**src/rtl/retrosoc_rst_seq_pkg.sv**
```systemverilog
// Shared types for the board reset sequencer: FSM states, reset-cause codes,
// and a helper that sizes counters from their terminal counts.
package retrosoc_rst_seq_pkg;

    typedef enum logic [1:0] {
        ST_WAIT_LOCK = 2'd0,
        ST_HOLD      = 2'd1,
        ST_RUN       = 2'd2
    } state_e;

    typedef enum logic [1:0] {
        RC_POR  = 2'b00,
        RC_LOCK = 2'b01,
        RC_BTN  = 2'b10,
        RC_WDT  = 2'b11
    } cause_e;

    localparam int unsigned RST_CNT_W = 8;

    // Counter width for a terminal count of n, never narrower than one bit.
    function automatic int unsigned cnt_width(input int unsigned n);
        return (n > 1) ? $clog2(n) : 1;
    endfunction

endpackage

```
**src/rtl/retrosoc_sync_debounce.sv**
```systemverilog
// Synchroniser chain plus debounce filter for an active-low button; emits a
// one-cycle press pulse when the debounced level falls.
module retrosoc_sync_debounce
    import retrosoc_rst_seq_pkg::*;
#(
    parameter int unsigned SYNC_STAGES     = 2,
    parameter int unsigned DEBOUNCE_CYCLES = 100000
) (
    input  logic clk_i,
    input  logic rst_n_i,
    input  logic din_i,
    output logic press_o
);

    localparam int unsigned      DEB_W   = cnt_width(DEBOUNCE_CYCLES);
    localparam logic [DEB_W-1:0] DEB_MAX = DEB_W'(DEBOUNCE_CYCLES - 1);

    logic [SYNC_STAGES-1:0] sync_q, sync_d;
    logic [DEB_W-1:0]       deb_cnt_q, deb_cnt_d;
    logic                   deb_q, deb_d;
    logic                   press_q, press_d;
    logic                   din_s;

    always_comb begin
        sync_d    = {sync_q[SYNC_STAGES-2:0], din_i};
        din_s     = sync_q[SYNC_STAGES-1];
        deb_d     = deb_q;
        deb_cnt_d = '0;
        press_d   = 1'b0;
        if (din_s != deb_q) begin
            if (deb_cnt_q == DEB_MAX) begin
                deb_d   = din_s;
                press_d = ~din_s;
            end else begin
                deb_cnt_d = deb_cnt_q + DEB_W'(1);
            end
        end
    end

    // Released (1) is the safe idle level for the button path.
    always_ff @(posedge clk_i) begin
        if (!rst_n_i) begin
            sync_q    <= '1;
            deb_q     <= 1'b1;
            deb_cnt_q <= '0;
            press_q   <= 1'b0;
        end else begin
            sync_q    <= sync_d;
            deb_q     <= deb_d;
            deb_cnt_q <= deb_cnt_d;
            press_q   <= press_d;
        end
    end

    assign press_o = press_q;

endmodule

```
**src/rtl/retrosoc_rst_seq.sv**
```systemverilog
// Board reset sequencer: waits for a stable PLL lock, holds the SoC in reset
// for a minimum window, and records the cause of each reset taken from RUN.
module retrosoc_rst_seq
    import retrosoc_rst_seq_pkg::*;
#(
    parameter int unsigned SYNC_STAGES        = 2,
    parameter int unsigned DEBOUNCE_CYCLES    = 100000,
    parameter int unsigned LOCK_STABLE_CYCLES = 256,
    parameter int unsigned HOLD_CYCLES        = 64
) (
    input  logic                 clk_i,
    input  logic                 rst_n_i,
    input  logic                 locked_i,
    input  logic                 btn_rst_n_i,
    input  logic                 wdt_rst_req_i,
    output logic                 soc_rst_n_o,
    output logic                 rst_busy_o,
    output logic [1:0]           rst_cause_o,
    output logic [RST_CNT_W-1:0] rst_cnt_o
);

    localparam int unsigned       LOCK_W   = cnt_width(LOCK_STABLE_CYCLES);
    localparam int unsigned       HOLD_W   = cnt_width(HOLD_CYCLES);
    localparam logic [LOCK_W-1:0] LOCK_MAX = LOCK_W'(LOCK_STABLE_CYCLES - 1);
    localparam logic [HOLD_W-1:0] HOLD_MAX = HOLD_W'(HOLD_CYCLES - 1);

    state_e                 state_q, state_d;
    cause_e                 cause_q, cause_d;
    logic [SYNC_STAGES-1:0] lock_sync_q, lock_sync_d;
    logic [LOCK_W-1:0]      lock_cnt_q, lock_cnt_d;
    logic [HOLD_W-1:0]      hold_cnt_q, hold_cnt_d;
    logic [RST_CNT_W-1:0]   rst_cnt_q, rst_cnt_d;
    logic                   soc_rst_n_q, soc_rst_n_d;
    logic                   busy_q, busy_d;
    logic                   locked_s;
    logic                   btn_press;
    logic                   run_exit;

    retrosoc_sync_debounce #(
        .SYNC_STAGES     (SYNC_STAGES),
        .DEBOUNCE_CYCLES (DEBOUNCE_CYCLES)
    ) u_btn (
        .clk_i   (clk_i),
        .rst_n_i (rst_n_i),
        .din_i   (btn_rst_n_i),
        .press_o (btn_press)
    );

    always_comb begin
        lock_sync_d = {lock_sync_q[SYNC_STAGES-2:0], locked_i};
        locked_s    = lock_sync_q[SYNC_STAGES-1];
        state_d     = state_q;
        cause_d     = cause_q;
        lock_cnt_d  = '0;
        hold_cnt_d  = '0;
        rst_cnt_d   = rst_cnt_q;
        run_exit    = 1'b0;

        case (state_q)
            ST_WAIT_LOCK: begin
                if (locked_s) begin
                    if (lock_cnt_q == LOCK_MAX) begin
                        state_d = ST_HOLD;
                    end else begin
                        lock_cnt_d = lock_cnt_q + LOCK_W'(1);
                    end
                end
            end
            ST_HOLD: begin
                if (!locked_s) begin
                    state_d = ST_WAIT_LOCK;
                end else if (btn_press) begin
                    hold_cnt_d = '0;
                end else if (hold_cnt_q == HOLD_MAX) begin
                    state_d = ST_RUN;
                end else begin
                    hold_cnt_d = hold_cnt_q + HOLD_W'(1);
                end
            end
            ST_RUN: begin
                // Lock loss outranks button, which outranks watchdog.
                if (!locked_s) begin
                    state_d  = ST_WAIT_LOCK;
                    cause_d  = RC_LOCK;
                    run_exit = 1'b1;
                end else if (btn_press) begin
                    state_d  = ST_HOLD;
                    cause_d  = RC_BTN;
                    run_exit = 1'b1;
                end else if (wdt_rst_req_i) begin
                    state_d  = ST_HOLD;
                    cause_d  = RC_WDT;
                    run_exit = 1'b1;
                end
            end
            default: state_d = ST_WAIT_LOCK;
        endcase

        if (run_exit && (rst_cnt_q != '1)) begin
            rst_cnt_d = rst_cnt_q + RST_CNT_W'(1);
        end

        soc_rst_n_d = (state_d == ST_RUN);
        busy_d      = (state_d != ST_RUN);
    end

    always_ff @(posedge clk_i) begin
        if (!rst_n_i) begin
            state_q     <= ST_WAIT_LOCK;
            cause_q     <= RC_POR;
            lock_sync_q <= '0;
            lock_cnt_q  <= '0;
            hold_cnt_q  <= '0;
            rst_cnt_q   <= '0;
            soc_rst_n_q <= 1'b0;
            busy_q      <= 1'b1;
        end else begin
            state_q     <= state_d;
            cause_q     <= cause_d;
            lock_sync_q <= lock_sync_d;
            lock_cnt_q  <= lock_cnt_d;
            hold_cnt_q  <= hold_cnt_d;
            rst_cnt_q   <= rst_cnt_d;
            soc_rst_n_q <= soc_rst_n_d;
            busy_q      <= busy_d;
        end
    end

    assign soc_rst_n_o = soc_rst_n_q;
    assign rst_busy_o  = busy_q;
    assign rst_cause_o = cause_q;
    assign rst_cnt_o   = rst_cnt_q;

endmodule

```
**config.mk**
```make
export PLATFORM = sky130hd
export DESIGN_NAME = retrosoc_rst_seq
export DESIGN_NICKNAME = d
export VERILOG_FILES = /design/src/rtl/retrosoc_rst_seq_pkg.sv /design/src/rtl/retrosoc_sync_debounce.sv /design/src/rtl/retrosoc_rst_seq.sv
export SDC_FILE = /design/constraint.sdc
export NUM_CORES = 1
export LEC_CHECK = 0
export BUFFER_PORTS_ARGS = -buffer_cell sky130_fd_sc_hd__buf_2
export CAP_MARGIN = 5
export CORE_UTILIZATION = 30
export CTS_CLUSTER_DIAMETER = 80
export DETAILED_ROUTE_END_ITERATION = 7
export HOLD_SLACK_MARGIN = 0.1
export PLACE_DENSITY = 0.5
export SLEW_MARGIN = 20
export SYNTH_ARGS = -nofsm -noshare
export SYNTH_HDL_FRONTEND = slang
export SYNTH_SLANG_ARGS = --single-unit
```
**constraint.sdc**
```tcl
create_clock -name clk_i -period 1.65 [get_ports clk_i]
set_input_delay 0.165 -clock clk_i [delete_from_list [all_inputs] [get_ports clk_i]]
set_output_delay 0.165 -clock clk_i [all_outputs]
set_load 0.005 [all_outputs]
```
### Word-level counts from Yosys, hierarchy flattened

Cells that the tools add are included.

| word-level totals | value |
|---|---|
| flip-flop bits (word level) | 51 |
| latch bits | 0 |
| bits in writable memories | 0 |
| memory bits (read-only) | 0 |
| input bits | 5 |
| output and inout bits | 12 |
| logic and storage cells | 56 |
| memories kept | 0 |

| cells by class | value |
|---|---|
| $add $sub $neg | 4 |
| multiply operators | 0 |
| divide/modulo/power cells | 0 |
| magnitude comparators | 0 |
| equality and inequality tests | 10 |
| shifts and indexed selects | 0 |
| multiplexer cells | 16 |
| bitwise operators | 6 |
| reductions and logical operators | 8 |

Operator list:

| cell | number |
|---|---|
| $mux 2 | 11 |
| $add 17x1->17 const B | 1 |
| $eq 17x17->1 const B | 1 |
| $add 8x1->8 const B | 2 |
| $eq 8x8->1 const B | 1 |
| $ne 8x8->1 const B | 1 |
| $add 6x1->6 const B | 1 |
| $eq 6x6->1 const B | 1 |
| $not 1->1 | 6 |
| $pmux 2 s3 | 1 |
| $reduce_or 5->1 | 1 |
| $eq 2x2->1 const B | 2 |
| $mux 1 | 4 |
| $reduce_and 2->1 | 2 |
| $reduce_or 4->1 | 1 |
| $ne 3x2->1 const B | 1 |
| $reduce_and 3->1 | 1 |
| $reduce_or 3->1 | 1 |
| $eq 2x1->1 const B | 1 |
| $logic_not 2->1 | 1 |
| $ne 2x2->1 const B | 1 |
| $logic_and 1x1->1 | 1 |
| $ne 1x1->1 | 1 |

### Depth between registers and ports, before layout

| logic depth | value |
|---|---|
| depth in word-level cells | 6 |
| depth in mapped cells | 6 |

### Cells and area by module

A second synthesis with hierarchy kept.

| second synthesis, totals | value |
|---|---|
| cells, all modules | 236 |
| area, all modules | 2,228.4 µm² |

Modules (own cells, without submodules):

| module | instances | cells each | area each (µm²) | sequential area each (µm²) |
|---|---|---|---|---|
| retrosoc_rst_seq | 1 | 137 | 1,273.7 | 600.6 |
| retrosoc_sync_debounce | 1 | 99 | 954.7 | 420.4 |

### Least setup slack after synthesis

OpenSTA, ideal clock, no wires.

| timing path | value |
|---|---|
| path type | reg-to-reg |
| start | register hold_cnt_q[0] |
| end | register busy_q, in the netlist rst_busy_o |
| library setup time | 0.132 ns |
| data arrival time | 1.503 ns |
| data required time | 1.518 ns |
| path slack | 0.015 ns |
| stages on the path, launching flop included | 6 |
| path buffers | 0 |
| period minus slack after synthesis | 1.635 ns |
| cell sequence | dfxtp_1 -> ha_1 -> nand3_1 -> or2_2 -> o22a_1 -> or3_2 |

| between the ends | value |
|---|---|
| word-level cells in the longest chain between the ends | 6 |

Ends and longest elaborated chain:

| what | RTL line | source |
|---|---|---|
| start, declared | retrosoc_rst_seq.sv:31 | `logic [HOLD_W-1:0] hold_cnt_q, hold_cnt_d;` |
| start signal, assigned | retrosoc_rst_seq.sv:122 | `hold_cnt_q <= hold_cnt_d;` |
| $eq 6x6->1 | retrosoc_rst_seq.sv:74 | `end else if (hold_cnt_q == HOLD_MAX) begin` |
| $mux 2 | retrosoc_rst_seq.sv:74 |  |
| $mux 2 | retrosoc_rst_seq.sv:72 | `end else if (btn_press) begin` |
| $mux 2 | retrosoc_rst_seq.sv:70 | `if (!locked_s) begin` |
| $pmux 2 s3 | retrosoc_rst_seq.sv:59 | `case (state_q)` |
| $ne 2x2->1 | retrosoc_rst_seq.sv:104 | `busy_d = (state_d != ST_RUN);` |
| end signal, assigned | retrosoc_rst_seq.sv:125 | `busy_q <= busy_d;` |
| end, declared | retrosoc_rst_seq.sv:34 | `logic busy_q, busy_d;` |

No other way between the ends.
A chain may end at the register's enable or synchronous reset.

### Worst setup path after layout

| timing path | value |
|---|---|
| start | register hold_cnt_q[1] |
| end | register busy_q, in the netlist rst_busy_o |

The elaborated chain is that of the path after synthesis.

==> results by stage <==
GRT:
- The total congestion overflow after global routing is 0.
- The number of antenna violations at the first check in global routing is 0.
- The number of global-route vias before repair is 1491.
- Entering global routing, the biggest net connects 18 pins.
- Across every metal layer, demand over resource in global routing totals 0.116.
- The first global-routing pass estimated 6830 um of wire.

Detailed routing:
- The detail route stage leaves a number of antenna-violating nets equal to 0.
- The routed design has 3910 um of wire.
- The routed layout has 1651 vias.
- After detailed routing, the average wire length per cell comes to 10.7 um.
- For this run, design rule violations remaining after detail routing come to 0.
- The starting DRC count in detailed routing is 48.
- The first-pass iteration count of the detailed router is 3.
- The number of vias per cell is 4.50.

Place:
- At the end of routability-driven placement, the weighted congestion stood at 0.706.
- Once placement completed, the tool counted placed cells totaling 357.
- After legalization and detailed placement, the total HPWL measured 2810 um.
- Buffers placed on the I/O ports in this run total 16.

Synthesis:
- Yosys mapped the design onto 41 distinct sky130hd cell types.
- After synthesis, the share of flip-flops with an asynchronous set or reset is 0.
- Yosys attributes the largest share of cell area to sky130_fd_sc_hd__dfxtp_1 48%, sky130_fd_sc_hd__xnor2_1 6.9%, sky130_fd_sc_hd__nor2_1 6.8%.
- The number of flops mapped to enable cells by yosys is 0.
- The top cell type's share of synthesized area is 0.476.
- The Yosys step of the flow raised 0 warnings.
- For this run, the register share of the synthesized area comes to 0.476.
- Counting flops and latches in the post-synthesis netlist gives 51.
- The post-synth net total is 241.
- The average cell area after synthesis is 9.24 sq um.
- The most common flop cell mapped by yosys is sky130_fd_sc_hd__dfxtp_1.
- The post-synthesis cell type with the largest combined area is sky130_fd_sc_hd__dfxtp_1.
- The mapped cell area is 2140 sq um.
- The post-synthesis cell count is 232.

Pwr:
- The reported leakage power is 0.896 nW.
- Of the total power, the share spent switching nets is 0.213.
- Of the total power, the clock network draws 0.350.
- The power spent charging and discharging nets is 0.000419 W.
- Across the VDD grid, the largest voltage drop is 416 uV.
- The internal portion of the total power is 0.00155 W.
- The sequential group share of total power is 0.628.
- Dividing total power by cell area gives a power density of 767 nW/um^2.
- The relative contribution of combinational cells to total power is 0.022.

Status:
- The flow ran to the end, and the final reports show no timing, DRC or antenna violations.

Clock tree:
- The clock passes through at most 2 buffers.
- The library cell used as clock root buffer is sky130_fd_sc_hd__clkbuf_8.
- The number of clock sinks is 51.
- The level count of the clock H-tree is 2.
- Buffers inserted during clock tree synthesis total 5.
- TritonCTS built the clock tree.
- The CTS clock-pin slew for the worst setup and hold paths is 0.09 ns.
- For the worst-skew pair, the clock arrives at the later sink with an insertion delay of 0.30 ns.

Timing:
- The worst-case clock skew is 0.00737 ns.
- The final hold violation count was 0.
- The final count of pins violating max slew is 0.
- The worst slew slack as a fraction of its limit is 0.719.
- Dividing the final minimum period by the clock period gives 0.956.
- Adding up every negative setup slack in the final design gives 0 ns.
- Setup repair after global routing left no endpoint under its margin.
- At the pin with the least slew margin, the transition time is 0.415 ns.
- The smallest hold slack is 0.257 ns.
- Based on the critical path, the design can be clocked at up to 634 MHz.
- The clock period could shrink to 1.58 ns.
- The final-report setup violation count is 0.

Layout:
- The net count of the finished layout is 279.
- The number of antenna diodes in the final layout is 0.
- The register area is 1020 sq um.
- The fraction of layout instances using a drive strength above 1 is 0.188.
- Fill cells in the final layout number 736.
- The count of cells in the finished layout, fillers not included, comes to 367.
- The total area of multi-input combinational cells is 1090 sq um.
- The area growth from synthesis to layout is 20.0%.
- The share of the core filled with cells is 0.377.

Worst hold path:
- Counting instances, the worst hold path has a depth of 3.
- The endpoint of the worst hold path is u_btn.deb_q.
- The worst hold path begins at rst_n_i.
- The worst hold path class is input port to flop.

Die:
- The core region is 6830 sq um.
- After floorplanning, the core was divided into 30 placement rows.
- The effective utilization at floorplan is 0.314.
- For this design the top-level I/O count stands at 17.
- The vertical die dimension is 86.6 um.
- The x dimension of the die is 86.6 um.
- The die covers 7490 sq um.

Critical path:
- The nature of the critical path endpoint is a flop.
- The number of cells on the worst reg-to-reg path is 5.
- The type of origin of the critical path is a flop.
- The path type of the worst setup path is flop to flop.
- The origin of the worst setup path is hold_cnt_q[1].
- The worst register-to-register path begins at hold_cnt_q[1].
- In this run the critical register-to-register path is captured at rst_busy_o.
- The slack of the worst reg-to-reg path is 0.07 ns.
- The peak fanout along the critical path is 3.
- STA puts the critical path data required time at 1.84 ns.
- Data on the critical path arrives at its endpoint at 1.76 ns.

Flow run:
- Max-cap violations in this run came to 0.
per-layer routing:
metal  global-route usage  up-vias  routed length (um)
li1                     -      888                   -
met1                0.151      741                2070
met2                0.182       17                1680
met3               0.0362        5                 114
met4               0.0409        0                  42
met5                    0        -                   0
through the flow:
step | setup WS [ns] | instance area [sq um] | total power [W]
after detailed placement | 0.0161 | 2460 | 0.00131
after global placement | 0.0392 | 2460 | 0.00131
final | 0.0724 | 2570 | 0.00197
after CTS | 0.00793 | 2560 | 0.00201
after global routing | 0.00526 | 2570 | 0.00207
after floorplan | 0.0150 | 2140 | 0.00129
sequential cells by signal, indices dropped and copies added (netlist names):
signal,flops
u_btn.deb_q,1
rst_cnt_o,8
u_btn.sync_q,2
lock_sync_q,2
rst_busy_o,1
hold_cnt_q,6
rst_cause_o,2
u_btn.deb_cnt_q,17
u_btn.press_o,1
lock_cnt_q,8
soc_rst_n_o,1
state_q,2
cells in the final DEF (no fill, tap or decap), drive strengths merged, types with 5 or more instances in the layout:
cell type  Yosys  routed
dfxtp         51      51
xor2           9       9
inv            7       7
nor3           7       7
buf            2      32
xnor2         17      17
nand2b         5       5
nand3         20      20
clkbuf         1       7
nor4           5       5
nand4          8       8
nand2         14      14
nor2          40      40
Yosys cell counts (2+ instances only):
library cell and count:
sky130_fd_sc_hd__ha_1 4, sky130_fd_sc_hd__o311ai_0 2, sky130_fd_sc_hd__o221a_2 2, sky130_fd_sc_hd__and3_1 4, sky130_fd_sc_hd__xor2_1 9, sky130_fd_sc_hd__nor4bb_1 2, sky130_fd_sc_hd__inv_1 7, sky130_fd_sc_hd__nand2b_1 3
sky130_fd_sc_hd__nand4_1 8, sky130_fd_sc_hd__nand2b_4 2, sky130_fd_sc_hd__nor4_1 5, sky130_fd_sc_hd__xnor2_1 17, sky130_fd_sc_hd__o41ai_1 3, sky130_fd_sc_hd__o21ai_0 3, sky130_fd_sc_hd__mux2i_1 4, sky130_fd_sc_hd__nand2_1 14
sky130_fd_sc_hd__nand3_1 19, sky130_fd_sc_hd__nor3_1 7, sky130_fd_sc_hd__dfxtp_1 51, sky130_fd_sc_hd__nor2_1 39, sky130_fd_sc_hd__and2_1 2, sky130_fd_sc_hd__or3_2 3, sky130_fd_sc_hd__a21oi_1 4
logic make-up (layout without fill, tap and decap cells):
family          Yosys count  in the layout  share of synthesized area
compound gates           19             19                     0.0688
xor+xnor                 26             26                      0.106
fa+ha+maj                 4              4                     0.0233
buf+inv                  10             49                     0.0216
flops                    51             51                      0.476
mux                       4              4                     0.0187
simple gates            118            118                      0.285
timing repair:
item	CTS	global route
resized for setup	1	2
buffers inserted	0	0
hold endpoints to repair	2	0
endpoints found under the setup margin	1	1
pin swaps	0	0
hold buffers	2	0
power groups by stage:
stage               Clock, W  Combinational, W  Sequential, W
finish              0.000691         0.0000437        0.00124
global route        0.000777         0.0000489        0.00124
CTS                 0.000728         0.0000446        0.00124
detailed placement         0         0.0000408        0.00127
global placement           0         0.0000407        0.00127
floorplan                  0         0.0000233        0.00127
worst max path at each step:
stage | to | cells after the start
6_report | rst_busy_o | 5
5_1_grt | u_btn.deb_cnt_q[15] | 4
4_1_cts | rst_busy_o | 5
3_5_place_dp | rst_busy_o | 5
3_3_place_gp | rst_busy_o | 5
2_1_floorplan | rst_busy_o | 5
worst max-delay path, cell delays in order, from the launching register on:
cell and delay (ns):
sky130_fd_sc_hd__dfxtp_1 0.37, sky130_fd_sc_hd__ha_4 0.15, sky130_fd_sc_hd__nand3_1 0.06, sky130_fd_sc_hd__or2_2 0.29, sky130_fd_sc_hd__o22a_1 0.19, sky130_fd_sc_hd__or3_2 0.40
area by class of cell:
cell class                      instances  area share
Clock buffer                            7      0.0297
Clock inverter                          1     0.00195
Inverter                                7      0.0102
Multi-Input combinational cell        171       0.424
Sequential cell                        51       0.397
Tap cell                               96      0.0467
Timing Repair Buffer                   34      0.0905
Power figures use the tool's default switching activity.
